===== src/rtl/io1bit_serial_ctrl_if.sv =====
// ----------------------------------------------------------------------------
// io1bit_serial_ctrl_if
//
// Purpose:
//   Bundles the host handshake and pad-cell signals of the single-wire serial
//   engine so that the engine and its surroundings share one port.
//
// Signals:
//   tx_valid  host offers a transmit word
//   tx_data   transmit word (DATA_W bits)
//   tx_ready  engine can accept a word this cycle
//   rx_valid  one-cycle pulse, received word valid
//   rx_data   last received word (DATA_W bits)
//   rx_err    qualifies rx_valid: framing or parity error
//   f2p       drive value towards the pad cell
//   mode      pad output enable (1 = drive pad)
//   p2f       pad readback, asynchronous to the engine clock
//
// Modports:
//   master    host plus pad side (drives tx_valid, tx_data, p2f)
//   slave     the serial engine
// ----------------------------------------------------------------------------
`timescale 1ns/1ps

interface io1bit_serial_ctrl_if #(
    parameter int DATA_W = 8
);
    logic              tx_valid;
    logic [DATA_W-1:0] tx_data;
    logic              tx_ready;
    logic              rx_valid;
    logic [DATA_W-1:0] rx_data;
    logic              rx_err;
    logic              f2p;
    logic              mode;
    logic              p2f;

    modport master (
        output tx_valid, tx_data, p2f,
        input  tx_ready, rx_valid, rx_data, rx_err, f2p, mode
    );

    modport slave (
        input  tx_valid, tx_data, p2f,
        output tx_ready, rx_valid, rx_data, rx_err, f2p, mode
    );
endinterface


===== src/rtl/io1bit_serial_ctrl.sv =====
// ----------------------------------------------------------------------------
// io1bit_serial_ctrl
//
// Purpose:
//   Half-duplex, single-wire UART-style engine sitting in front of a 1-bit
//   bidirectional pad cell. The line idles high. A frame is a low start bit,
//   DATA_W data bits LSB first, an optional even-parity bit and a high stop
//   bit, each held BIT_CYC clocks. After transmitting, the pad is released
//   for TURN_CYC clocks before the engine goes idle again.
//
// Parameters:
//   DATA_W    payload bits per frame (>= 1)
//   BIT_CYC   clocks per serial bit (even, >= 4)
//   TURN_CYC  bus-release clocks after a transmit frame (>= 1)
//
// Ports:
//   clk       sole clock, rising edge
//   reset     synchronous, active-high reset
//   bus       io1bit_serial_ctrl_if.slave (host handshake and pad signals)
//
// Configuration:
//   IO1BIT_SERIAL_CTRL_PARITY_EN  when defined, an even-parity bit follows
//                                 the data bits in both directions and a
//                                 receive parity mismatch sets rx_err.
// ----------------------------------------------------------------------------
`timescale 1ns/1ps

module io1bit_serial_ctrl #(
    parameter int DATA_W   = 8,
    parameter int BIT_CYC  = 4,
    parameter int TURN_CYC = 2
) (
    input  logic               clk,
    input  logic               reset,
    io1bit_serial_ctrl_if.slave bus
);

`ifdef IO1BIT_SERIAL_CTRL_PARITY_EN
    localparam int PAR_W = 1;
`else
    localparam int PAR_W = 0;
`endif

    // The shift register holds everything after the start bit: data,
    // optional parity and stop.
    localparam int SH_W       = DATA_W + PAR_W + 1;
    localparam int FRAME_BITS = SH_W + 1;
    localparam int CYC_MAX    = (BIT_CYC > TURN_CYC) ? BIT_CYC : TURN_CYC;
    localparam int CYC_W      = $clog2(CYC_MAX);
    localparam int BIT_W      = $clog2(FRAME_BITS + 1);

    localparam logic [CYC_W-1:0] BIT_LAST   = CYC_W'(BIT_CYC - 1);
    localparam logic [CYC_W-1:0] HALF_LAST  = CYC_W'(BIT_CYC / 2 - 1);
    localparam logic [CYC_W-1:0] TURN_LAST  = CYC_W'(TURN_CYC - 1);
    localparam logic [BIT_W-1:0] FRAME_LAST = BIT_W'(FRAME_BITS - 1);
    localparam logic [BIT_W-1:0] RX_LAST    = BIT_W'(SH_W);

    typedef enum logic [1:0] {
        IDLE,
        TX,
        TURN,
        RX
    } state_t;

    state_t            r_state;
    state_t            w_nextState;

    logic              r_sync1;
    logic              r_sync2;
    logic              r_syncPrev;
    logic [CYC_W-1:0]  r_cycCnt;
    logic [BIT_W-1:0]  r_bitCnt;
    logic [SH_W-1:0]   r_shift;
    logic              r_f2p;
    logic              r_mode;
    logic              r_rxValid;
    logic [DATA_W-1:0] r_rxData;
    logic              r_rxErr;

    logic [CYC_W-1:0]  w_cycCnt;
    logic [BIT_W-1:0]  w_bitCnt;
    logic [SH_W-1:0]   w_shift;
    logic              w_f2p;
    logic              w_mode;
    logic              w_rxValid;
    logic [DATA_W-1:0] w_rxData;
    logic              w_rxErr;

    logic              w_txReady;
    logic              w_accept;
    logic              w_fall;
    logic [SH_W-1:0]   w_txLoad;
    logic [SH_W-1:0]   w_rxFrame;
    logic              w_rxBad;

    // Handshake and edge detect. Ready is masked while reset is held so the
    // host never sees an acceptance during reset.
    assign w_txReady = (r_state == IDLE) && !reset;
    assign w_accept  = bus.tx_valid && w_txReady;
    assign w_fall    = r_syncPrev && !r_sync2;

    // Receive frame as it will look once the current line sample is shifted
    // in; only meaningful at the final (stop) sample.
    assign w_rxFrame = {r_sync2, r_shift[SH_W-1:1]};

`ifdef IO1BIT_SERIAL_CTRL_PARITY_EN
    assign w_txLoad = {1'b1, ^bus.tx_data, bus.tx_data};
    assign w_rxBad  = !w_rxFrame[SH_W-1] || (^w_rxFrame[DATA_W:0]);
`else
    assign w_txLoad = {1'b1, bus.tx_data};
    assign w_rxBad  = !w_rxFrame[SH_W-1];
`endif

    // State register for the IDLE/TX/TURN/RX controller.
    always_ff @(posedge clk) begin
        if (reset) begin
            r_state <= IDLE;
        end else begin
            r_state <= w_nextState;
        end
    end

    // Next-state and datapath decode. TX drives the frame out of the shift
    // register one bit per BIT_CYC clocks. RX first rechecks the start bit at
    // its centre (glitch reject), then samples every following bit centre,
    // shifting new bits in from the top so the first data bit ends up at
    // bit 0. Transmit acceptance has priority over a falling edge in IDLE.
    always_comb begin
        w_nextState = r_state;
        w_cycCnt    = r_cycCnt;
        w_bitCnt    = r_bitCnt;
        w_shift     = r_shift;
        w_f2p       = r_f2p;
        w_mode      = r_mode;
        w_rxValid   = 1'b0;
        w_rxData    = r_rxData;
        w_rxErr     = r_rxErr;

        case (r_state)
            IDLE: begin
                w_mode = 1'b0;
                w_f2p  = 1'b1;
                if (w_accept) begin
                    w_nextState = TX;
                    w_shift     = w_txLoad;
                    w_f2p       = 1'b0;
                    w_mode      = 1'b1;
                    w_cycCnt    = '0;
                    w_bitCnt    = '0;
                end else if (w_fall) begin
                    w_nextState = RX;
                    w_cycCnt    = '0;
                    w_bitCnt    = '0;
                end
            end

            TX: begin
                if (r_cycCnt == BIT_LAST) begin
                    w_cycCnt = '0;
                    if (r_bitCnt == FRAME_LAST) begin
                        w_nextState = TURN;
                        w_mode      = 1'b0;
                        w_f2p       = 1'b1;
                    end else begin
                        w_bitCnt = r_bitCnt + 1'b1;
                        w_f2p    = r_shift[0];
                        w_shift  = {1'b1, r_shift[SH_W-1:1]};
                    end
                end else begin
                    w_cycCnt = r_cycCnt + 1'b1;
                end
            end

            TURN: begin
                w_mode = 1'b0;
                w_f2p  = 1'b1;
                if (r_cycCnt == TURN_LAST) begin
                    w_nextState = IDLE;
                    w_cycCnt    = '0;
                end else begin
                    w_cycCnt = r_cycCnt + 1'b1;
                end
            end

            RX: begin
                if (r_bitCnt == '0) begin
                    if (r_cycCnt == HALF_LAST) begin
                        w_cycCnt = '0;
                        if (r_sync2) begin
                            w_nextState = IDLE;
                        end else begin
                            w_bitCnt = BIT_W'(1);
                        end
                    end else begin
                        w_cycCnt = r_cycCnt + 1'b1;
                    end
                end else if (r_cycCnt == BIT_LAST) begin
                    w_cycCnt = '0;
                    w_shift  = w_rxFrame;
                    if (r_bitCnt == RX_LAST) begin
                        w_nextState = IDLE;
                        w_bitCnt    = '0;
                        w_rxValid   = 1'b1;
                        w_rxData    = w_rxFrame[DATA_W-1:0];
                        w_rxErr     = w_rxBad;
                    end else begin
                        w_bitCnt = r_bitCnt + 1'b1;
                    end
                end else begin
                    w_cycCnt = r_cycCnt + 1'b1;
                end
            end

            default: begin
                w_nextState = IDLE;
            end
        endcase
    end

    // Datapath registers and the pad-readback synchronizer. The synchronizer
    // and its edge-detect history reset to the idle-high line level so that
    // leaving reset never looks like a start bit.
    always_ff @(posedge clk) begin
        if (reset) begin
            r_sync1    <= 1'b1;
            r_sync2    <= 1'b1;
            r_syncPrev <= 1'b1;
            r_cycCnt   <= '0;
            r_bitCnt   <= '0;
            r_shift    <= '0;
            r_f2p      <= 1'b1;
            r_mode     <= 1'b0;
            r_rxValid  <= 1'b0;
            r_rxData   <= '0;
            r_rxErr    <= 1'b0;
        end else begin
            r_sync1    <= bus.p2f;
            r_sync2    <= r_sync1;
            r_syncPrev <= r_sync2;
            r_cycCnt   <= w_cycCnt;
            r_bitCnt   <= w_bitCnt;
            r_shift    <= w_shift;
            r_f2p      <= w_f2p;
            r_mode     <= w_mode;
            r_rxValid  <= w_rxValid;
            r_rxData   <= w_rxData;
            r_rxErr    <= w_rxErr;
        end
    end

    assign bus.tx_ready = w_txReady;
    assign bus.rx_valid = r_rxValid;
    assign bus.rx_data  = r_rxData;
    assign bus.rx_err   = r_rxErr;
    assign bus.f2p      = r_f2p;
    assign bus.mode     = r_mode;

endmodule


===== src/flat_wrapper.sv =====
// flat-port wrapper written by rule: the top's interface ports become plain ports
module io1bit_serial_ctrl_flat 
#(
    parameter int DATA_W   = 8,
    parameter int BIT_CYC  = 4,
    parameter int TURN_CYC = 2
)
  (clk, reset, bus_tx_valid, bus_tx_data, bus_p2f, bus_tx_ready, bus_rx_valid, bus_rx_data, bus_rx_err, bus_f2p, bus_mode);
  io1bit_serial_ctrl_if #(.DATA_W(DATA_W)) bus_i ();
  input  logic clk;
  input  logic reset;
  input wire logic [$bits(bus_i.tx_valid)-1:0] bus_tx_valid;
  input wire logic [$bits(bus_i.tx_data)-1:0] bus_tx_data;
  input wire logic [$bits(bus_i.p2f)-1:0] bus_p2f;
  output wire logic [$bits(bus_i.tx_ready)-1:0] bus_tx_ready;
  output wire logic [$bits(bus_i.rx_valid)-1:0] bus_rx_valid;
  output wire logic [$bits(bus_i.rx_data)-1:0] bus_rx_data;
  output wire logic [$bits(bus_i.rx_err)-1:0] bus_rx_err;
  output wire logic [$bits(bus_i.f2p)-1:0] bus_f2p;
  output wire logic [$bits(bus_i.mode)-1:0] bus_mode;
  assign bus_i.tx_valid = bus_tx_valid;
  assign bus_i.tx_data = bus_tx_data;
  assign bus_i.p2f = bus_p2f;
  assign bus_tx_ready = bus_i.tx_ready;
  assign bus_rx_valid = bus_i.rx_valid;
  assign bus_rx_data = bus_i.rx_data;
  assign bus_rx_err = bus_i.rx_err;
  assign bus_f2p = bus_i.f2p;
  assign bus_mode = bus_i.mode;
  io1bit_serial_ctrl #(.DATA_W(DATA_W), .BIT_CYC(BIT_CYC), .TURN_CYC(TURN_CYC)) u_core (.clk(clk), .reset(reset), .bus(bus_i));
endmodule

===== config.mk =====
export PLATFORM = sky130hd
export DESIGN_NAME = io1bit_serial_ctrl_flat
export DESIGN_NICKNAME = d
export VERILOG_FILES = /design/src/rtl/io1bit_serial_ctrl_if.sv /design/src/rtl/io1bit_serial_ctrl.sv /design/src/flat_wrapper.sv
export SDC_FILE = /design/constraint.sdc
export NUM_CORES = 1
export LEC_CHECK = 0
export CORE_UTILIZATION = 48
export CTS_CLUSTER_SIZE = 28
export DETAILED_ROUTE_END_ITERATION = 12
export PLACE_DENSITY_LB_ADDON = 0.08
export SLEW_MARGIN = 20
export SYNTH_ARGS = -nofsm -noshare
export SYNTH_HDL_FRONTEND = slang
export SYNTH_SLANG_ARGS = --single-unit

===== constraint.sdc =====
create_clock -name clk -period 1.9 [get_ports clk]
set_clock_uncertainty 0.2 [all_clocks]
set_input_delay 0.38 -clock clk [delete_from_list [all_inputs] [get_ports clk]]
set_output_delay 0.38 -clock clk [all_outputs]
set_load 0.03 [all_outputs]

==> impl_results.md <==
* CP Capture Point: u_core.r_shift[8]$_SDFFE_PP0P_
* CP cell instances: inv_2, buf_6, ha_4, buf_6, nand3b_1, nand2_2, o2111ai_4, clkbuf_16, a21o_1, a21oi_1
* Cts bufs inserted at 5
* Actual slew at the worst max-slew pin at between 300 and 400 ps
* Maximum clock path buffer count at 2
* Crit path top cell by count: buf_6
* Sw Ratio at around 35%
* CTS root buf: clkbuf_4
* Rel. slew slack at about three quarters
* Gpl congestion at 0.858
* Max stage delay on crit path at 340 ps
* Worst path setup slack after routing at 6.05 ps
* Fmax at 528 MHz
* NetSw at 1140 uW
* Pins Over Slew Limit at 0
* Mapped Cells at approximately 200
* Number of synthesis warnings at 0
* Post-Syn Area at 1680 um^2
* Flop pwr share at between 20% and 30%
* Synth async-reset ratio at 0%
* Run status: complete, no violations
* Pwr/cell area at 1310 nW/um^2
* RR Startpoint: u_core.r_state[1]$_SDFFE_PP0P_
* Crit Path Max Fanout at 5
* Syn_area_per_cell at 8.60 um^2
* # nets final at 275
* Worst hold slack at 221 ps
* Maximum vdd drop at 0.000939 V
* Iteration-0 DRC Markers at 96
* Leakage at approximately 0.0011 uW
* Setup repair after global routing missed its margin: true
* Chip Width at 61.1 um
* Capture point of the worst reg-to-reg path: u_core.r_shift[8]$_SDFFE_PP0P_
* Starting Density at 50.3%
* CTS H-tree depth at 2
* Crit start category: register
* WS Path Type: register to register
* Area of the core at roughly 3300 um^2
* DR WL/cell at 13.6 um
* Setup Viol. Count Final at 0
* Clock Latency Late Sink at approximately 340 ps
* Clk pin slew, worst setup/hold paths at 110 ps
* Internal at 2080 uW
* Most used DFF post-synth: dfxtp_1
* Final core utilization at roughly 74%
* DPL Wire Length at 2740 um
* DRC at 0
* Clk pwr share at 16.3%
* Register area share after synthesis at 38.2%
* Setup WS pre-CTS at -147 ps
* Largest net degree at the start of global routing at 23
* Die Y at roughly 60 um
* Slowest CP cell: dfxtp_2
* Worst setup path startpoint: u_core.r_state[1]$_SDFFE_PP0P_
* IO Count at 25
* Arrival @ worst endpoint at 1970 ps
* Via count of the routed design at 1566
* WL final at 4050 um
* TritonRoute pass-1 iters at 4
* Final Hold Viols at 0
* Logic gate share of total power at a little under three fifths
* Vias per cell at 5.26
* Row cnt at 21
* R2R cell count at 10
* Final antenna-violating net count at 0
* I/O Buffers at 24
* Total grt overflow at 0
* First-pass GRT wire length at about 6300 um
* CTS sink cnt at 32
* Die area at 3740 um^2
* Min-Delay Path Class: register to register
* Initial antenna violation count at 0
* CP Capture Type: register
* Ant diodes at 0
* FF+latch count, synth at 32
* Post-synthesis cell type count at 37
* Layout cell share with drive strength beyond 1 at 33.7%
* R2R Setup Slk at 6 ps
* TritonCTS clock tree: yes
* # Max-Cap Violations at 0
* Post-synth EDFFs at 0
* Syn Nets at 219
* Crit path required time at 1980 ps
* Total power at 3230 uW
* Gr usage total at 23.1%
* Post-route clock period utilization at between 90 and 100%
* Vias in the first global route at around 1.4k
* P&R area growth vs syn at 46.7%
* Minimum clock period after layout at 1890 ps
## power by group through the flow
stage,Clock [uW],Combinational (uW),Sequential (uW)
floorplan,0,836,904
global placement,0,1320,895
detailed placement,0,1370,900
CTS,533,1550,892
global route,566,1920,915
finish,525,1800,903
## routing by layer
| metal | wire length [um] | up-vias | GRT usage (%) |
|---|---|---|---|
| li1 | - | 785 | - |
| met1 | 1920 | 735 | 28.6 |
| met2 | 1930 | 38 | 37.3 |
| met3 | 156 | 8 | 7.56 |
| met4 | 34 | 0 | 9.09 |
| met5 | 0 | - | 0 |
## worst max-delay path: cells and delay by family (launching register included)
family	cells	cell delay (ps)
buffers and inverters	4	470
AOI/OAI and AO/OA	3	400
DFF	1	340
adders and majority gates	1	150
and+or+nand+nor	2	270
## layout by cell type (no fill, tap or decap), drive strengths merged, types with 6 or more instances in the layout
master,netlist,final
mux2,9,9
a21oi,18,18
clkdlybuf4s50,0,11
dlygate4sd2,0,12
ha,12,12
dfxtp,32,32
clkbuf,6,7
mux2i,11,11
nor2b,6,6
nor2,22,22
o21ai,10,10
inv,9,9
nand2,22,22
buf,3,34
## synth_stat cells, drive strengths merged (6+ instances only)
cell / count / area (um^2)
mux2i: 11 / 110
dfxtp: 32 / 641
inv: 9 / 33.8
nand2: 22 / 82.6
nor2b: 6 / 37.5
o21ai: 10 / 50.0
nor2: 22 / 85.1
clkbuf: 6 / 22.5
ha: 12 / 150
mux2: 9 / 105
a21oi: 18 / 90.1
## how the worst min path moves through the flow
stage                         startpoint                   endpoint  depth (start not counted)
5_1_grt        u_core.r_sync1$_SDFF_PP1_  u_core.r_sync2$_SDFF_PP1_                          1
3_3_place_gp   u_core.r_sync1$_SDFF_PP1_  u_core.r_sync2$_SDFF_PP1_                          1
6_report       u_core.r_sync1$_SDFF_PP1_  u_core.r_sync2$_SDFF_PP1_                          1
4_1_cts        u_core.r_sync1$_SDFF_PP1_  u_core.r_sync2$_SDFF_PP1_                          1
3_5_place_dp   u_core.r_sync1$_SDFF_PP1_  u_core.r_sync2$_SDFF_PP1_                          1
2_1_floorplan  u_core.r_sync1$_SDFF_PP1_  u_core.r_sync2$_SDFF_PP1_                          1
## cell type report
cell class              instances  area [um^2]
well taps                      46         57.6
inverters                       9         36.3
multi-input cells             145         1100
clock buffers                   6         41.3
fillers                       251          876
clock inverters                 2         35.0
flip-flops and latches         32          652
repair buffers                 58          536
## metrics by stage
stage	instances	area [um^2]	TNS (ps)
2_1_floorplan	195	1680	0
3_3_place_gp	282	2150	-893
3_5_place_dp	282	2150	-1660
4_1_cts	293	2340	-28.0
5_1_grt	298	2460	-1030
6_report	298	2460	0
## cell families after synthesis
logic type | count (synthesis) | synth area share, %
buf+inv | 18 | 4.40
simple gates | 73 | 21.8
mux | 20 | 12.8
fa+ha+maj | 12 | 8.95
flops | 32 | 38.2
compound gates | 40 | 13.9
## flip-flops by register name (all words and copies together), names as in the netlist
name and flops:
u_core.bus.f2p 1, u_core.bus.mode 1, u_core.bus.rx_data 8, u_core.bus.rx_err 1, u_core.bus.rx_valid 1, u_core.r_bitCnt 4, u_core.r_cycCnt 2, u_core.r_shift 9
u_core.r_state 2, u_core.r_sync1 1, u_core.r_sync2 1, u_core.r_syncPrev 1
## what timing repair did
action,CTS,global route
hold buffers,0,0
setup buffers,4,4
pin swaps,7,14
resized for setup,39,18
gates cloned,0,1
setup endpoints to repair,29,26
Power figures use the tool's default switching activity.
